<file path="src/rtl/seq_det_pkg.sv">
// ---------------------------------------------------------------------------
// seq_det_pkg
// Shared constants and elaboration-time helpers for seq_detector_param.
//   MAX_LEN      widest pattern supported (patterns are zero-extended to it)
//   state_width  width of the matched-prefix state, never less than 1 bit
//   pattern_bit  bit idx of a zero-extended pattern (idx 0 = LSB)
//   border_len   longest proper border (prefix that is also a suffix)
//   next_prefix  KMP fallback length after a mismatch at prefix length s
// Related macro: SEQ_DET_COUNT_EN (used by the top, not by this package).
// ---------------------------------------------------------------------------
package seq_det_pkg;

  localparam int MAX_LEN = 16;

  function automatic int state_width(input int len);
    int w;
    w = $clog2(len);
    return (w < 1) ? 1 : w;
  endfunction

  // Shift-based extraction keeps the index arithmetic in plain ints.
  function automatic logic pattern_bit(input logic [MAX_LEN-1:0] pattern, input int idx);
    logic [MAX_LEN-1:0] t;
    t = pattern >> idx;
    return t[0];
  endfunction

  // Bit i of the pattern in transmission order is pattern[len-1-i].
  function automatic int border_len(input logic [MAX_LEN-1:0] pattern, input int len);
    int  best;
    logic ok;
    best = 0;
    for (int k = 1; k < len; k++) begin
      ok = 1'b1;
      for (int i = 0; i < k; i++) begin
        if (pattern_bit(pattern, len-1-i) != pattern_bit(pattern, k-1-i)) ok = 1'b0;
      end
      if (ok) best = k;
    end
    return best;
  endfunction

  // The observed history is the first s pattern bits followed by b; find the
  // longest suffix of that history (length <= s) that is a pattern prefix.
  function automatic int next_prefix(input logic [MAX_LEN-1:0] pattern, input int len,
                                     input int s, input logic b);
    int   best;
    int   j;
    logic ok;
    logic hb;
    best = 0;
    for (int k = 1; k <= s; k++) begin
      ok = 1'b1;
      for (int i = 0; i < k; i++) begin
        j  = s + 1 - k + i;
        hb = (j < s) ? pattern_bit(pattern, len-1-j) : b;
        if (hb != pattern_bit(pattern, len-1-i)) ok = 1'b0;
      end
      if (ok) best = k;
    end
    return best;
  endfunction

endpackage

</file>
<file path="src/rtl/seq_det_hit_counter.sv">
// ---------------------------------------------------------------------------
// seq_det_hit_counter
// Saturating match counter for seq_detector_param (only instantiated when
// SEQ_DET_COUNT_EN is defined).
//   clk_out  in   clock
//   rst      in   asynchronous active-high reset
//   clr      in   synchronous clear (wins over inc)
//   inc      in   add one this edge unless already at all-ones
//   cnt      out  CNT_W-bit count
// ---------------------------------------------------------------------------
module seq_det_hit_counter #(
  parameter int CNT_W = 8
) (
  input  logic             clk_out,
  input  logic             rst,
  input  logic             clr,
  input  logic             inc,
  output logic [CNT_W-1:0] cnt
);

  logic [CNT_W-1:0] cnt_q;
  logic [CNT_W-1:0] cnt_d;

  always_comb begin
    cnt_d = cnt_q;
    if (clr) begin
      cnt_d = '0;
    end else if (inc && (cnt_q != '1)) begin
      cnt_d = cnt_q + CNT_W'(1);
    end
  end

  always_ff @(posedge clk_out or posedge rst) begin
    if (rst) cnt_q <= '0;
    else     cnt_q <= cnt_d;
  end

  assign cnt = cnt_q;

endmodule

</file>
<file path="src/rtl/seq_detector_param.sv">
// ---------------------------------------------------------------------------
// seq_detector_param
// Parametrised serial pattern detector (KMP prefix automaton), MSB first.
//   clk_out   in   clock (divided clock domain)
//   rst       in   asynchronous active-high reset
//   clr       in   synchronous clear of state, det and counter
//   en        in   sample strobe; inp consumed only when en=1
//   inp       in   serial data bit
//   ovl_mode  in   1 = overlapping matches, 0 = non-overlapping
//   det       out  registered one-cycle match pulse
//   state     out  matched-prefix length 0..LEN-1
//   hit_cnt   out  saturating match count (only with SEQ_DET_COUNT_EN)
// Optional feature macro: SEQ_DET_COUNT_EN.
// ---------------------------------------------------------------------------
module seq_detector_param
  import seq_det_pkg::*;
#(
  parameter int             LEN     = 4,
  parameter logic [LEN-1:0] PATTERN = 4'b0011,
  parameter int             CNT_W   = 8,
  localparam int            SW      = state_width(LEN)
) (
  input  logic             clk_out,
  input  logic             rst,
  input  logic             clr,
  input  logic             en,
  input  logic             inp,
  input  logic             ovl_mode,
  output logic             det,
  output logic [SW-1:0]    state
`ifdef SEQ_DET_COUNT_EN
  ,
  output logic [CNT_W-1:0] hit_cnt
`endif
);

  localparam int                 SLOTS   = 2 ** SW;
  localparam logic [MAX_LEN-1:0] PAT_EXT = MAX_LEN'(PATTERN);
  localparam int                 BORDER  = border_len(PAT_EXT, LEN);

  if ((LEN < 2) || (LEN > MAX_LEN) || (CNT_W < 1)) begin : g_bad_cfg
    $error("seq_detector_param: LEN must be 2..16 and CNT_W at least 1");
  end

  // Tables are sized to the full state encoding so state_q indexes them
  // directly; slots beyond LEN-1 are unreachable and left at zero.
  logic          exp_bit [SLOTS];
  logic [SW-1:0] fb_tab  [2*SLOTS];

  for (genvar g = 0; g < SLOTS; g++) begin : g_tab
    localparam logic EB  = (g < LEN) ? pattern_bit(PAT_EXT, LEN-1-g) : 1'b0;
    localparam int   FB0 = (g < LEN) ? next_prefix(PAT_EXT, LEN, g, 1'b0) : 0;
    localparam int   FB1 = (g < LEN) ? next_prefix(PAT_EXT, LEN, g, 1'b1) : 0;
    assign exp_bit[g]       = EB;
    assign fb_tab[2*g]      = SW'(FB0);
    assign fb_tab[2*g + 1]  = SW'(FB1);
  end

  logic [SW-1:0] state_q;
  logic [SW-1:0] state_d;
  logic          det_q;
  logic          det_d;

  // On a completed match the overlap mode picks between restarting from the
  // pattern border and restarting from scratch.
  always_comb begin
    state_d = state_q;
    det_d   = 1'b0;
    if (clr) begin
      state_d = '0;
    end else if (en) begin
      if (inp == exp_bit[state_q]) begin
        if (state_q == SW'(LEN-1)) begin
          det_d   = 1'b1;
          state_d = ovl_mode ? SW'(BORDER) : '0;
        end else begin
          state_d = state_q + SW'(1);
        end
      end else begin
        state_d = fb_tab[{state_q, inp}];
      end
    end
  end

  always_ff @(posedge clk_out or posedge rst) begin
    if (rst) begin
      state_q <= '0;
      det_q   <= 1'b0;
    end else begin
      state_q <= state_d;
      det_q   <= det_d;
    end
  end

  assign state = state_q;
  assign det   = det_q;

`ifdef SEQ_DET_COUNT_EN
  seq_det_hit_counter #(
    .CNT_W (CNT_W)
  ) u_hit_counter (
    .clk_out (clk_out),
    .rst     (rst),
    .clr     (clr),
    .inc     (det_d),
    .cnt     (hit_cnt)
  );
`endif

endmodule

</file>
<file path="config.mk">
export PLATFORM = sky130hd
export DESIGN_NAME = seq_detector_param
export DESIGN_NICKNAME = d
export VERILOG_FILES = /design/src/rtl/seq_det_pkg.sv /design/src/rtl/seq_det_hit_counter.sv /design/src/rtl/seq_detector_param.sv
export SDC_FILE = /design/constraint.sdc
export NUM_CORES = 1
export LEC_CHECK = 0
export ABC_AREA = 1
export CAP_MARGIN = 20
export CORE_AREA = 8 8 45 47
export CTS_CLUSTER_DIAMETER = 40
export DETAILED_ROUTE_END_ITERATION = 16
export DIE_AREA = 0 0 53 55
export PLACE_DENSITY = 0.48
export RECOVER_POWER = 50
export SETUP_SLACK_MARGIN = 0.3
export SYNTH_ARGS = -nofsm -noshare
export SYNTH_HDL_FRONTEND = slang
export SYNTH_HIERARCHICAL = 1
export SYNTH_SLANG_ARGS = --single-unit
</file>
<file path="constraint.sdc">
create_clock -name clk_out -period 1.5 [get_ports clk_out]
set_clock_uncertainty 0.1 [all_clocks]
set_input_delay 0.15 -clock clk_out [delete_from_list [all_inputs] [get_ports clk_out]]
set_output_delay 0.15 -clock clk_out [all_outputs]
set_load 0.05 [all_outputs]
</file>
==> results of run 1 <==
## cell usage after synthesis
cell | number | area, µm²
ha_1 | 1 | 12.51
nand2_4 | 1 | 11.26
inv_2 | 1 | 3.750
inv_1 | 4 | 15.01
nor2_8 | 1 | 20.02
nand3_1 | 3 | 15.01
nand2_2 | 1 | 6.260
and3_1 | 1 | 6.260
nand2_1 | 10 | 37.54
nor2_1 | 1 | 3.750
or2_1 | 1 | 6.260
dfrtp_1 | 3 | 75.07
## flip-flops by register name, indices dropped and copies added, names as in the netlist
signal / cells
state: 2
det: 1
## stage by stage
step / setup WS [ns] / util / hold WS (ns)
3_3_place_gp: 0.2711 / 0.2423 / 0.2302
3_5_place_dp: 0.2601 / 0.2423 / 0.2280
6_report: 0.2368 / 0.2767 / 0.4780
4_1_cts: 0.3037 / 0.2685 / 0.4754
5_1_grt: 0.1838 / 0.2767 / 0.5217
2_1_floorplan: 0.2544 / - / -0.1965
## path summary, 6_finish.rpt
kind                           from        to  slack, ns  depth (start not counted)
hold reg to reg            state[0]  state[0]       0.60                          3
hold / removal                   en  state[0]       0.48                          4
setup reg to reg           state[1]  state[0]       0.33                          5
max in group asynchronous       rst  state[1]       0.49                          3
min in group asynchronous       rst       det       0.67                          3
setup / recovery                det       det       0.24                          1
## power by group through the flow
stage	clock, mW	combinational, mW	sequential [mW]
2_1_floorplan	0	0.0327	0.110
5_1_grt	0.158	0.100	0.0983
3_5_place_dp	0	0.0841	0.0991
3_3_place_gp	0	0.0828	0.0992
6_report	0.142	0.0903	0.0973
4_1_cts	0.147	0.0863	0.0983
## per-layer routing
metal | vias up | part of all wire | global-route usage
met5 | - | 0 | 0
met1 | 103 | 0.41 | 0.04414
met4 | 0 | 0 | 0.05172
li1 | 113 | - | -
met2 | 3 | 0.56 | 0.05469
met3 | 0 | 0.027 | 0.01070
## layout make-up
type | count | share of cell area
sequential | 3 | 0.2026
timing repair buffer | 10 | 0.2843
clock buffer | 4 | 0.06863
inverter | 5 | 0.04902
tap | 16 | 0.05229
multi-input combinational | 20 | 0.3431
## cell families (layout without fill, tap and decap cells)
kind of cell | Yosys count | after routing | share of synthesized area
adder cells (fa/ha/maj) | 1 | 1 | 0.05881
buffers and inverters | 5 | 19 | 0.08820
flip-flops | 3 | 3 | 0.3529
AND/OR/NAND/NOR | 19 | 19 | 0.5000
## timing repair
action                                  in CTS  in global routing
hold buffers                                 1                  0
hold endpoints to repair                     3                  0
endpoints found under the setup margin       0                  2
buffers inserted                             0                  2
==> flow_summary_export.csv, run 1 <==
group,metric,value,unit
worst_setup_path,cp_data_required_time,1.25,ns
pwr,p_per_area,861.7,mW/mm²
placement,hpwlAfterDp,408.2,µm
sta,slew_viol_final,0,
global_routing,grtUsageTotal,0.03991,
floorplanning,num_rows,14,
cells_and_area,mostFrequentLayoutCell,"nand2_1",
global_routing,grt_max_degree,7,
clock_tree,clk_pin_slew,0.04,ns
global_routing,first_global_vias,210,
clock_tree,cts_inserted_buffers,3,
cells_and_area,instances_no_fill,58,
cells_and_area,fillers,160,
floorplanning,initial_core_util,0.1537,
worst_setup_path,critPathKind,"flip-flop to primary output",
cells_and_area,multiInputGateArea,131.4,µm²
floorplanning,io_pins,9,
detailed_routing,wl_per_cell,9.034,µm
sta,tightest_slew,0.5983,ns
floorplanning,coreArea,0.001384,mm²
detailed_routing,via_count,219,
cells_and_area,layout-drive-gt1-share,0.3333,
sta,fmax,791.7,MHz
cells_and_area,register_area,77.57,µm²
pwr,switching_share,0.2955,
pwr,pwr-share-seq,0.295,
pwr,pwr-share-clk,0.431,
pwr,combPwrFrac,0.274,
sta,finalSetupTns,0,ns
cells_and_area,antennaDiodeCount,0,
placement,place.gp.congestion,0.7748,
sta,finalHoldViolCount,0,
worst_setup_path,cp-start-kind,"flip-flop",
synthesis,yosys_warnings,6,
sta,min_period,1.263,ns
worst_setup_path,end_kind,"primary output",
detailed_routing,drt_pass1_iterations,2,
run_status,status,"complete, no violations",
synthesis,syn_area,212.7,µm²
clock_tree,clockBufferDepth,2,
global_routing,grt.overflow.total,0,
cells_and_area,stdcell_area,382.9,µm²
clock_tree,clock_latency,0.23,ns
clock_tree,cts-htree-levels,1,
cells_and_area,syn_to_final_growth,80.00,%
cells_and_area,layout.nets,50,
placement,io_buffers,7,
synthesis,seq_area_frac_synth,0.3529,
clock_tree,ctsResizeCount,0,
floorplanning,die_x,53,µm
pwr,p_switching,97.49,µW
pwr,vdd_drop_max,0.2325,mV
worst_setup_path,cpPeakStageDelay,0.47,ns
clock_tree,clock-root-buffer,"clkbuf_4",
detailed_routing,route.detailed.drc,0,
sta,relSlewSlack,0.6028,
clock_tree,cts_sinks,3,
clock_tree,tritoncts,"built",
floorplanning,die_y,55,µm
detailed_routing,antenna_left,0,
sta,rsz0062_at_grt,"yes",
sta,timing.final.crit_share,0.8421,
worst_setup_path,critPathBufInv,1,
placement,placed_cells,51,
pwr,report.power.total,329.9,µW
worst_setup_path,path_cells,"clkbuf_1",
sta,setup_viol,0,
global_routing,grt_pass1_wl,834,µm
pwr,p_int,232.4,µW
worst_setup_path,worst-path-max-fanout,1,
worst_setup_path,cp.arrival,1.01,ns
detailed_routing,drt-vias-per-instance,3.776,
min_path,hold_path.class,"primary input to flip-flop",
job,cap_violations,0,
synthesis,synth_area_per_cell,7.597,µm²
worst_setup_path,crit_family,"buffers and inverters",
synthesis,synth.distinct_cells,12,
pwr,p_leak,0.1939,nW
floorplanning,design.die.area,0.002915,mm²
synthesis,ys_seq_elements,3,
cells_and_area,most-common-layout-cells,"nand2_1 (10), inv_1 (4), nand3_1 (3), clkbuf_4 (3), clkdlybuf4s50_1 (3)",
global_routing,antenna_found_initial,0,
detailed_routing,dr.first_iter.drc_count,3,
worst_setup_path,slowest_stage,"clkbuf_1",
synthesis,synth_cells,28,
detailed_routing,wirelength,524,µm
synthesis,synth_nets,35,
placement,place_area,335.3,µm²
Note: power is estimated with default switching activity, not from simulation.
==> run 2: changes to the inputs <==
PLACE_DENSITY = 0.49   (was 0.48)
clock period = 1.1 ns   (was 1.5 ns; I/O delays follow)
==> flow_summary_export.csv, run 2 (same netlist as run 1, synthesis figures left out) <==
group,metric,value,unit
run_status,status,"finished with violations",
run_status,violations,"negative setup slack",
worst_setup_path,end_kind,"primary output",
global_routing,first_global_vias,206,
detailed_routing,wl_per_cell,7.932,µm
clock_tree,cts_inserted_buffers,3,
sta,slew_viol_final,0,
floorplanning,num_rows,14,
clock_tree,clock_latency,0.23,ns
pwr,p_per_area,1102,mW/mm²
sta,timing.final.crit_share,1.042,
cells_and_area,largest_register_ffs,2,
clock_tree,cts_sinks,3,
cells_and_area,fillers,148,
pwr,p_leak,0.2095,nW
pwr,pwr-share-seq,0.281,
pwr,p_int,326.1,µW
pwr,vdd_drop_max,0.3039,mV
clock_tree,cts-htree-levels,1,
worst_setup_path,cp.arrival,0.94,ns
min_path,hold_path.class,"primary input to asynchronous set/reset pin",
global_routing,grt_pass1_wl,786,µm
worst_setup_path,cp-start-kind,"flip-flop",
worst_setup_path,cp_data_required_time,0.89,ns
worst_setup_path,worst-path-max-fanout,4,
pwr,switching_share,0.2855,
detailed_routing,route.detailed.drc,0,
cells_and_area,mostFrequentLayoutCell,"nand2_1",
sta,finalHoldViolCount,0,
detailed_routing,antenna_left,0,
worst_setup_path,critPathKind,"flip-flop to primary output",
global_routing,antenna_found_initial,0,
global_routing,grtUsageTotal,0.04105,
floorplanning,initial_core_util,0.1537,
detailed_routing,via_count,215,
sta,rsz0062_at_grt,"yes",
detailed_routing,drt-vias-per-instance,3.644,
global_routing,grt.overflow.total,0,
detailed_routing,wirelength,468,µm
floorplanning,die_x,53,µm
sta,fin_hold_ws,0.08743,ns
detailed_routing,dr.first_iter.drc_count,2,
placement,place_area,370.4,µm²
placement,place.gp.congestion,0.8089,
worst_setup_path,r2r_slack,-0.03,ns
cells_and_area,register_area,77.57,µm²
sta,tightest_slew,0.2100,ns
clock_tree,clockBufferDepth,2,
pwr,pwr-share-clk,0.412,
cells_and_area,syn_to_final_growth,94.71,%
sta,min_period,1.146,ns
floorplanning,io_pins,9,
floorplanning,design.die.area,0.002915,mm²
sta,setup_viol,4,
floorplanning,die_y,55,µm
sta,setup_slack,-0.04608,ns
cells_and_area,stdcell_area,414.1,µm²
cells_and_area,layout-drive-gt1-share,0.4186,
clock_tree,tritoncts,"built",
global_routing,grt_max_degree,5,
cells_and_area,multiInputGateArea,133.9,µm²
floorplanning,coreArea,0.001384,mm²
clock_tree,clk_pin_slew,0.04,ns
cells_and_area,most-common-layout-cells,"nand2_1 (9), inv_1 (4)",
sta,fmax,872.5,MHz
placement,hpwlAfterDp,373.8,µm
cells_and_area,antennaDiodeCount,0,
cells_and_area,layout.nets,51,
clock_tree,clock-root-buffer,"clkbuf_4",
pwr,combPwrFrac,0.306,
job,cap_violations,0,
detailed_routing,drt_pass1_iterations,4,
cells_and_area,fin_util,0.2993,
pwr,p_switching,130.3,µW
placement,io_buffers,7,
sta,relSlewSlack,0.8595,
## run 2: cell types whose count changed in the layout (fill, tap and decap cells not counted)
cell           change
clkbuf_1           -1
nand2_2            +1
buf_6              +2
dlygate4sd3_1      -1
nand2_1            -1
buf_12             +1
## run 2: path summary, 6_finish.rpt
check	from	end	cells after the start
min reg2reg	state[0]	state[0]	2
max	state[0]	state[0]	2
min in group clk_out	en	state[1]	4
max in group asynchronous	rst	state[1]	2
max reg2reg	state[1]	state[0]	5
min	rst	state[0]	2
## run 2: layout make-up
class                      count  share of cell area
inverter                       5             0.04532
timing repair buffer          11              0.3323
tap                           16             0.04834
sequential                     3              0.1873
multi-input combinational     20              0.3233
clock buffer                   4             0.06344
## run 2: worst max-delay path, cell delays in order, from the launching register on
cell and delay [ns]:
dfrtp_2 0.43, buf_6 0.13, buf_12 0.13
## run 2: timing repair
action,4_1_cts,5_1_grt
endpoints found under the hold margin,3,3
setup buffers,1,0
endpoints found under the setup margin,6,6
resized for setup,3,0
## run 2: power groups by stage
stage	clock (mW)	sequential [mW]	combinational (mW)
after global routing	0.211	0.130	0.150
after floorplan	0	0.150	0.0448
after global placement	0	0.130	0.130
after CTS	0.197	0.129	0.142
final	0.188	0.128	0.140
after detailed placement	0	0.130	0.132
## run 2: per-layer routing
metal	up-vias	routed length, µm	global-route usage
li1	115	-	-
met3	0	40	0.01872
met5	-	0	0
met4	0	0	0.06466
met2	9	248	0.05469
met1	91	179	0.03817
## run 2: metrics by stage
step / total power [mW] / setup slack (ns) / std cells / TNS, ns
floorplan: 0.1945 / -0.1455 / 28 / -0.2708
global placement: 0.2605 / -0.08179 / 54 / -0.2254
detailed placement: 0.2620 / -0.08051 / 54 / -0.2181
CTS: 0.4670 / -0.05568 / 59 / -0.1740
global route: 0.4912 / -0.08167 / 59 / -0.3721
finish: 0.4563 / -0.04608 / 59 / -0.1416
==> run 3: changes to the inputs <==
ABC_AREA = unset   (was 1)
PLACE_DENSITY = 0.47   (was 0.49)
==> flow_summary_export.csv, run 3 <==
group,metric,value,unit
clock_tree,clock-root-buffer,"clkbuf_4",
worst_setup_path,cp.arrival,0.96,ns
worst_setup_path,rr_endpoint,"state[1]",
sta,slew_viol_final,0,
detailed_routing,dr.first_iter.drc_count,5,
worst_setup_path,worst-path-max-fanout,6,
synthesis,seq_area_frac_synth,0.4082,
cells_and_area,syn_to_final_growth,123.8,%
sta,min_period,1.167,ns
run_status,violations,"negative setup slack",
synthesis,synth_edf_count,0,
synthesis,syn_area,183.9,µm²
worst_setup_path,end_kind,"primary output",
clock_tree,clockBufferDepth,2,
detailed_routing,via_count,185,
synthesis,synth_largest_area_cell,"dfrtp_1",
synthesis,synth_area_leaders,"dfrtp_1 (41%), o41ai_2 (8.8%), ha_1 (6.8%)",
clock_tree,clock_latency,0.23,ns
synthesis,synth_most_common_cell,"dfrtp_1",
sta,fin_hold_ws,0.08858,ns
global_routing,antenna_found_initial,0,
floorplanning,design.die.area,0.002915,mm²
detailed_routing,met3_length,64,µm
cells_and_area,instances_no_fill,51,
clock_tree,clk_pin_slew,0.04,ns
min_path,hold_path.class,"primary input to asynchronous set/reset pin",
worst_setup_path,critPathKind,"flip-flop to primary output",
placement,io_buffers,7,
global_routing,first_global_vias,200,
synthesis,synth_top_area_frac,0.4082,
detailed_routing,wl_per_cell,10.08,µm
synthesis,synthArstFlopShare,1.000,
sta,fmax,857.2,MHz
detailed_routing,wirelength,514,µm
synthesis,synth_nets,25,
sta,finalHoldViolCount,0,
synthesis,yosys_warnings,6,
synthesis,synth.distinct_cells,14,
pwr,vdd_drop_max,0.1686,mV
cells_and_area,register_area,77.57,µm²
detailed_routing,drt-vias-per-instance,3.627,
worst_setup_path,r2r-start,"state[1]",
sta,timing.final.crit_share,1.060,
detailed_routing,wl_met2,233,µm
job,cap_violations,0,
sta,tightest_slew,0.2177,ns
cells_and_area,largest_register_ffs,2,
synthesis,synth_area_per_cell,10.22,µm²
worst_setup_path,cp-start-kind,"flip-flop",
global_routing,grtUsageTotal,0.04652,
cells_and_area,multiInputGateArea,123.9,µm²
clock_tree,cts_inserted_buffers,3,
synthesis,synthTopCellsByCount,"dfrtp_1 (3), inv_1 (2), o21ai_0 (2)",
sta,setup_slack,-0.06654,ns
clock_tree,cts-htree-levels,1,
floorplanning,io_pins,9,
floorplanning,initial_core_util,0.1329,
cells_and_area,most-common-layout-cells,"clkbuf_4 (3), clkdlybuf4s50_1 (3), buf_12 (3), buf_6 (3), buf_4 (3)",
detailed_routing,top_layer,"met3",
detailed_routing,drt_pass1_iterations,4,
global_routing,grt.overflow.total,0,
floorplanning,num_rows,14,
detailed_routing,drt-met1-wl,216,µm
sta,rsz0062_at_grt,"yes",
sta,relSlewSlack,0.8533,
detailed_routing,route.detailed.drc,0,
placement,placed_cells,45,
clock_tree,cts_sinks,3,
placement,hpwlAfterDp,422.1,µm
cells_and_area,antennaDiodeCount,0,
detailed_routing,antenna_left,0,
run_status,status,"finished with violations",
worst_setup_path,reg2reg_depth,3,
worst_setup_path,cp_data_required_time,0.89,ns
sta,setup_viol,4,
floorplanning,coreArea,0.001384,mm²
global_routing,grt_max_degree,7,
synthesis,synthFlopType,"dfrtp_1",
cells_and_area,fillers,139,
pwr,p_leak,0.1683,nW
cells_and_area,layout.nets,43,
placement,place.gp.congestion,0.6602,
synthesis,synth_cells,18,
cells_and_area,layout-drive-gt1-share,0.6000,
worst_setup_path,r2r_slack,0,ns
clock_tree,tritoncts,"built",
floorplanning,die_x,53,µm
pwr,p_per_area,993.3,mW/mm²
global_routing,grt_pass1_wl,883,µm
synthesis,ys_seq_elements,3,
floorplanning,die_y,55,µm
-- run 3: where the power goes --
group | internal [mW] | switching (mW)
clock network | 0.136 | 0.0539
registers | 0.115 | 0.00741
logic | 0.0553 | 0.0412
-- run 3: worst max-delay path by stage --
stage                    end  slack, ns  cells after the start  startpoint
floorplan           state[0]      -0.10                      3    state[1]
global placement    state[0]      -0.19                      4         inp
detailed placement  state[0]      -0.22                      4         inp
CTS                 state[1]      -0.08                      2    state[1]
global route        state[1]       -0.1                      2    state[1]
finish              state[1]      -0.07                      2    state[1]
-- run 3: what timing repair did --
| item | 4_1_cts | 5_1_grt |
|---|---|---|
| endpoints found under the setup margin | 6 | 6 |
| endpoints found under the hold margin | 3 | 3 |
| gates resized for setup | 6 | 1 |
| pin swaps | 1 | 1 |
| buffers inserted | 2 | 0 |
-- run 3: cell type report --
| type | instances | share of cell area |
|---|---|---|
| multi-input cells | 13 | 0.3009 |
| well taps | 16 | 0.04863 |
| clock buffers | 4 | 0.06383 |
| repair buffers | 13 | 0.3799 |
| inverters | 2 | 0.01824 |
| flip-flops and latches | 3 | 0.1884 |
-- run 3: critical path, stage by stage (launching register included) --
cell	delay, ns
dfrtp_2	0.45
buf_6	0.14
buf_12	0.13
-- run 3: cell families after synthesis --
group / share of synthesized area
adders and majority gates: 0.06802
and+or+nand+nor: 0.2177
DFF: 0.4082
buffers and inverters: 0.04083
AOI/OAI and AO/OA: 0.2653
-- run 3: routing by layer --
metal,global-route usage,up-vias
li1,-,99
met1,0.04733,79
met2,0.05664,7
met3,0.02674,0
met4,0.06466,0
met5,0,-
-- run 3: stage by stage --
stage	util	setup TNS, ns	cell area (µm²)	total power [mW]	worst slack (ns)
finish	0.2975	-0.1163	411.6	0.4089	-0.06654
floorplan	-	-0.2643	201.4	0.1554	-0.1005
CTS	0.2948	-0.1382	407.9	0.4209	-0.07987
global route	0.2975	-0.2766	411.6	0.4452	-0.09742
detailed placement	0.2541	-0.5685	351.6	0.2081	-0.2155
global placement	0.2541	-0.4608	351.6	0.2056	-0.1904
